<file path="config.mk">
export PLATFORM = sky130hd
export DESIGN_NAME = bram_stream_reader
export DESIGN_NICKNAME = d
export VERILOG_FILES = /design/src/rtl/bram_stream_reader.sv
export SDC_FILE = /design/constraint.sdc
export NUM_CORES = 1
export LEC_CHECK = 0
export ABC_AREA = 0
export CAP_MARGIN = 20
export CORE_MARGIN = 2
export CORE_UTILIZATION = 52
export CTS_BUF_LIST = sky130_fd_sc_hd__clkbuf_8
export CTS_CLUSTER_SIZE = 40
export DETAILED_ROUTE_END_ITERATION = 10
export PLACE_DENSITY_LB_ADDON = 0.08
export SLEW_MARGIN = 25
export SYNTH_ARGS = -nofsm -noshare
export SYNTH_HDL_FRONTEND = slang
export SYNTH_SLANG_ARGS = --single-unit
</file>
<file path="constraint.sdc">
create_clock -name i_CLK -period 1.85 [get_ports i_CLK]
set_input_delay 0.37 -clock i_CLK [delete_from_list [all_inputs] [get_ports i_CLK]]
set_output_delay 0.37 -clock i_CLK [all_outputs]
set_load 0.02 [all_outputs]
</file>
<file path="src/rtl/bram_stream_reader.sv">
// Streams a contiguous BRAM address range out over a valid/ready interface.
// Absorbs the one-cycle BRAM read latency with a small credit-controlled FIFO.
module bram_stream_reader #(
  parameter int p_ADDRESS_WIDTH = 4,
  parameter int p_DATA_WIDTH    = 8
) (
  input  logic                       i_CLK,
  input  logic                       i_RESET,
  input  logic                       i_START,
  input  logic [p_ADDRESS_WIDTH-1:0] i_BASE_ADDRESS,
  input  logic [p_ADDRESS_WIDTH:0]   i_LENGTH,
  output logic                       o_BUSY,
  output logic                       o_DONE,
  output logic                       o_READ_ENABLE,
  output logic [p_ADDRESS_WIDTH-1:0] o_READ_ADDRESS,
  input  logic [p_DATA_WIDTH-1:0]    i_READ_DATA,
  output logic [p_DATA_WIDTH-1:0]    o_DATA,
  output logic                       o_VALID,
  output logic                       o_LAST,
  input  logic                       i_READY
);

  localparam int AW1 = p_ADDRESS_WIDTH + 1;

  typedef enum logic [1:0] {IDLE, READ, DRAIN, FINISH} state_t;

  state_t                     state, state_next;
  logic                       busy, busy_next;
  logic                       done, done_next;
  logic                       read_enable, read_enable_next;
  logic [p_ADDRESS_WIDTH-1:0] read_address, read_address_next;
  logic [AW1-1:0]             length, length_next;
  logic [AW1-1:0]             issued, issued_next;
  logic [AW1-1:0]             remaining, remaining_next;
  logic                       pending;

  logic [p_DATA_WIDTH-1:0]    fifo_mem [4];
  logic [1:0]                 wr_ptr, rd_ptr;
  logic [2:0]                 fifo_count;
  logic [3:0]                 in_use;
  logic                       credit, push, pop, valid, last;

  // Words already buffered plus those still on their way from the BRAM.
  assign in_use = {1'b0, fifo_count} + {3'b000, read_enable} + {3'b000, pending};
  assign credit = in_use < 4'd4;
  assign push   = pending;
  assign valid  = fifo_count != 3'd0;
  assign pop    = valid && i_READY;
  assign last   = valid && (remaining == AW1'(1));

  always_comb begin
    state_next        = state;
    busy_next         = busy;
    done_next         = 1'b0;
    read_enable_next  = 1'b0;
    read_address_next = read_address;
    length_next       = length;
    issued_next       = issued;
    remaining_next    = pop ? remaining - AW1'(1) : remaining;
    case (state)
      IDLE: begin
        busy_next = 1'b0;
        if (i_START) begin
          length_next    = i_LENGTH;
          remaining_next = i_LENGTH;
          busy_next      = 1'b1;
          if (i_LENGTH == '0) begin
            state_next = FINISH;
          end else begin
            state_next        = READ;
            read_enable_next  = 1'b1;
            read_address_next = i_BASE_ADDRESS;
            issued_next       = AW1'(1);
          end
        end
      end
      READ: begin
        if (issued == length) begin
          state_next = DRAIN;
        end else if (credit) begin
          read_enable_next  = 1'b1;
          read_address_next = read_address + p_ADDRESS_WIDTH'(1);
          issued_next       = issued + AW1'(1);
        end
      end
      DRAIN: begin
        if (pop && last) begin
          state_next = FINISH;
          busy_next  = 1'b0;
          done_next  = 1'b1;
        end
      end
      FINISH: begin
        // A zero-length start arrives here with busy still high; spend one
        // extra cycle so the done pulse follows the busy cycle.
        busy_next = 1'b0;
        if (done) begin
          state_next = IDLE;
        end else begin
          done_next = 1'b1;
        end
      end
      default: state_next = IDLE;
    endcase
  end

  always_ff @(posedge i_CLK or posedge i_RESET) begin
    if (i_RESET) begin
      state        <= IDLE;
      busy         <= 1'b0;
      done         <= 1'b0;
      read_enable  <= 1'b0;
      read_address <= '0;
      length       <= '0;
      issued       <= '0;
      remaining    <= '0;
      pending      <= 1'b0;
      wr_ptr       <= 2'd0;
      rd_ptr       <= 2'd0;
      fifo_count   <= 3'd0;
    end else begin
      state        <= state_next;
      busy         <= busy_next;
      done         <= done_next;
      read_enable  <= read_enable_next;
      read_address <= read_address_next;
      length       <= length_next;
      issued       <= issued_next;
      remaining    <= remaining_next;
      pending      <= read_enable;
      if (push) wr_ptr <= wr_ptr + 2'd1;
      if (pop)  rd_ptr <= rd_ptr + 2'd1;
      case ({push, pop})
        2'b10:   fifo_count <= fifo_count + 3'd1;
        2'b01:   fifo_count <= fifo_count - 3'd1;
        default: fifo_count <= fifo_count;
      endcase
    end
  end

  always_ff @(posedge i_CLK) begin
    if (push) fifo_mem[wr_ptr] <= i_READ_DATA;
  end

  assign o_BUSY         = busy;
  assign o_DONE         = done;
  assign o_READ_ENABLE  = read_enable;
  assign o_READ_ADDRESS = read_address;
  assign o_VALID        = valid;
  assign o_LAST         = last;
  // Gated so stale FIFO contents never appear (and reset shows zero).
  assign o_DATA         = valid ? fifo_mem[rd_ptr] : '0;

endmodule

</file>
==> flow_metrics.tcl <==
set metrics [dict create \
    status "finished, violations left" \
    violations "negative setup slack" \
    fin_cells 408 \
    synth_area_per_cell_um2 12.46 \
    maxSlewViolCount 0 \
    route.detailed.drc 0 \
    path_class "reg2out" \
    synth_top_area_cell "edfxtp_1" \
    via_count 2164 \
    layout-drive-gt1-share_pct 30.93 \
    postSynthCellCount 247 \
    route.detailed.wl_per_inst_um 15.84 \
    finClkSkew_ns 0.01022 \
    mostFrequentLayoutCells "32 x dfrtp_1, 32 x edfxtp_1, 31 x buf_4, 26 x nand2_1, 26 x clkdlybuf4s50_1" \
    diodes 0 \
    fmax_mhz 491.3 \
    yosys_warnings 0 \
    synthesis.nets 284 \
    p_per_area_mw_per_mm2 1777 \
    clockBufferDepth 2 \
    grt_usage_pct 21.35 \
    vdd_ir_drop_max_mv 0.9879 \
    drt-initial-drc-count 112 \
    ctsHtreeMaxLevel 3 \
    synth-seq-cells 64 \
    cts_tree "yes" \
    path_clk_slew_ns 0.07 \
    timing.final.crit_share_pct 110.0 \
    tightestPinTransition_ns 0.4616 \
    io_buffers 37 \
    row_count 28 \
    syn_area_mm2 0.003077 \
    cts_buffers 9 \
    cp.arrival_ns 1.67 \
    initial_utilization_pct 52.90 \
    num-nets-final 365 \
    hold_ws_ns 0.4225 \
    grt_pass1_vias 2102 \
    setup-tns-final_ns -1.518 \
    first_pass_iters 4 \
    gp_congestion 0.7936 \
    dpl-instance-area_mm2 0.003781 \
    cap_violations 0 \
    leakage_uw 0.001801 \
    root_buffer "clkbuf_8" \
    period_needed_ns 2.035 \
    cts_num_sinks 64 \
    crit_path_start_kind "register" \
    die-area_mm2 0.006548 \
    required_ns 1.48 \
    rsz0062_at_grt "yes" \
    num_io_pins 38 \
    hold_buffers 0 \
    fin_area_mm2 0.004179 \
    synth_area_leaders "edfxtp_1 31%, dfrtp_1 26%, ha_1 6.1%, mux4_2 5.9%, nand2_1 3.3%" \
    r2r-end "fifo_count[2]$_DFFE_PP0P_" \
    wirelength_um 6464 \
    rr_worst_depth 10 \
    grt_pass1_wl_um 10180 \
    end_kind "primary output" \
    async_flop_share_pct 50.00 \
    core_area_mm2 0.005816 \
    slew_headroom_pct 69.23 \
    yosysSeqAreaShare_pct 57.26 \
    antenna_found_initial 0 \
    area_growth_pct 35.83 \
    setup_viol 11 \
    hold_viol_final 0 \
    dp_hpwl_um 4353 \
    utilization_pct 71.86 \
    synth_flop_cell "edfxtp_1" \
    worst_slack_ns -0.1855 \
    synth.distinct_cells 46 \
    r2r_setup_slack_ns -0.08 \
    dp_cells 386 \
    gr-total-overflow 0 \
    die_h_um 80.92 \
    yosys.area.top_type_share_pct 31.23 \
    path_max_fanout 8 \
    die_x_um 80.92 \
    hp-class "in2async" \
    r2r_start "fifo_count[1]$_DFFE_PP0P_" \
    synth_edf_count 32 \
    via_per_inst 5.304 \
    clk_latency_ns 0.33 \
    detail-route-antenna-nets 0 \
    grt_max_degree 33 \
]
==> worst max-delay path by stage <==
stage	start	to	slack (ns)
2_1_floorplan	fifo_count[2]$_DFFE_PP0P_	fifo_count[2]$_DFFE_PP0P_	0.02
3_3_place_gp	i_LENGTH[1]	o_READ_ADDRESS[1]$_DFFE_PP0P_	-0.26
3_5_place_dp	i_LENGTH[1]	o_READ_ADDRESS[1]$_DFFE_PP0P_	-0.33
4_1_cts	rd_ptr[0]$_DFFE_PP0P_	o_DATA[0]	-0.21
5_1_grt	rd_ptr[0]$_DFFE_PP0P_	o_DATA[6]	-0.24
6_report	rd_ptr[0]$_DFFE_PP0P_	o_DATA[0]	-0.19
==> logic make-up (layout without fill, tap and decap cells) <==
group	Yosys count	count (layout)	share of synthesized area, %
adders and majority gates	16	16	6.751
DFF	64	64	57.26
xor gates and xnor gates	15	15	4.270
muxes	12	12	7.157
and+or+nand+nor	79	79	13.26
AOI/OAI and AO/OA	38	38	8.174
buffers and inverters	23	109	3.131
==> timing repair <==
action	4_1_cts	5_1_grt
setup endpoints to repair	13	22
cloned	1	0
pin swaps	15	18
setup buffers	0	5
hold endpoints to repair	0	0
gates resized for setup	78	24
==> metrics by stage <==
stage          total power (uW)  worst slack, ns
2_1_floorplan              4324          0.02234
3_3_place_gp               5653          -0.2576
3_5_place_dp               5755          -0.3322
4_1_cts                    7159          -0.2140
5_1_grt                    7933          -0.2409
6_report                   7425          -0.1855
==> power breakdown <==
group	internal, uW	switching (uW)
logic	2180	1960
registers	1960	348
clock network	464	511
total	4600	2820
==> worst max-delay path: stages (launching register included) <==
cell and delay (ns):
dfrtp_1 0.40, buf_12 0.16, mux4_2 0.51, and2_4 0.15, buf_6 0.12
==> flip-flops by register name, summed over array words and instances, names as in the netlist <==
name and flops:
o_BUSY 1, o_DONE 1, pending 1, remaining 5
wr_ptr 2, rd_ptr 2, o_READ_ENABLE 1, state 2
o_READ_ADDRESS 4, fifo_mem 32, issued 5, length 5
fifo_count 3
==> synthesized netlist by cell type (all sizes together) (4+ instances only) <==
| master | number |
|---|---|
| a21oi | 9 |
| o21ai | 15 |
| ha | 15 |
| and3 | 5 |
| xnor2 | 4 |
| mux4 | 8 |
| inv | 17 |
| nand3 | 5 |
| mux2i | 4 |
| dfrtp | 32 |
| xor2 | 11 |
| nand2 | 28 |
| nor2 | 12 |
| edfxtp | 32 |
| nand4 | 4 |
| and2 | 13 |
==> routing by layer <==
metal  global-route usage [%]  share of wire, %
met1                    30.36                46
met5                        0                 0
met4                    7.627              0.70
met3                    5.333               4.5
met2                    32.15                48
==> final cells by class <==
| cell class | count | area, um2 |
|---|---|---|
| flip-flops and latches | 64 | 1762 |
| fillers | 415 | 1637 |
| multi-input cells | 160 | 1364 |
| repair buffers | 76 | 735.7 |
| clock buffers | 9 | 123.9 |
| well taps | 75 | 93.84 |
| inverters | 17 | 66.31 |
| clock inverters | 7 | 33.78 |
Power figures use the tool's default switching activity.
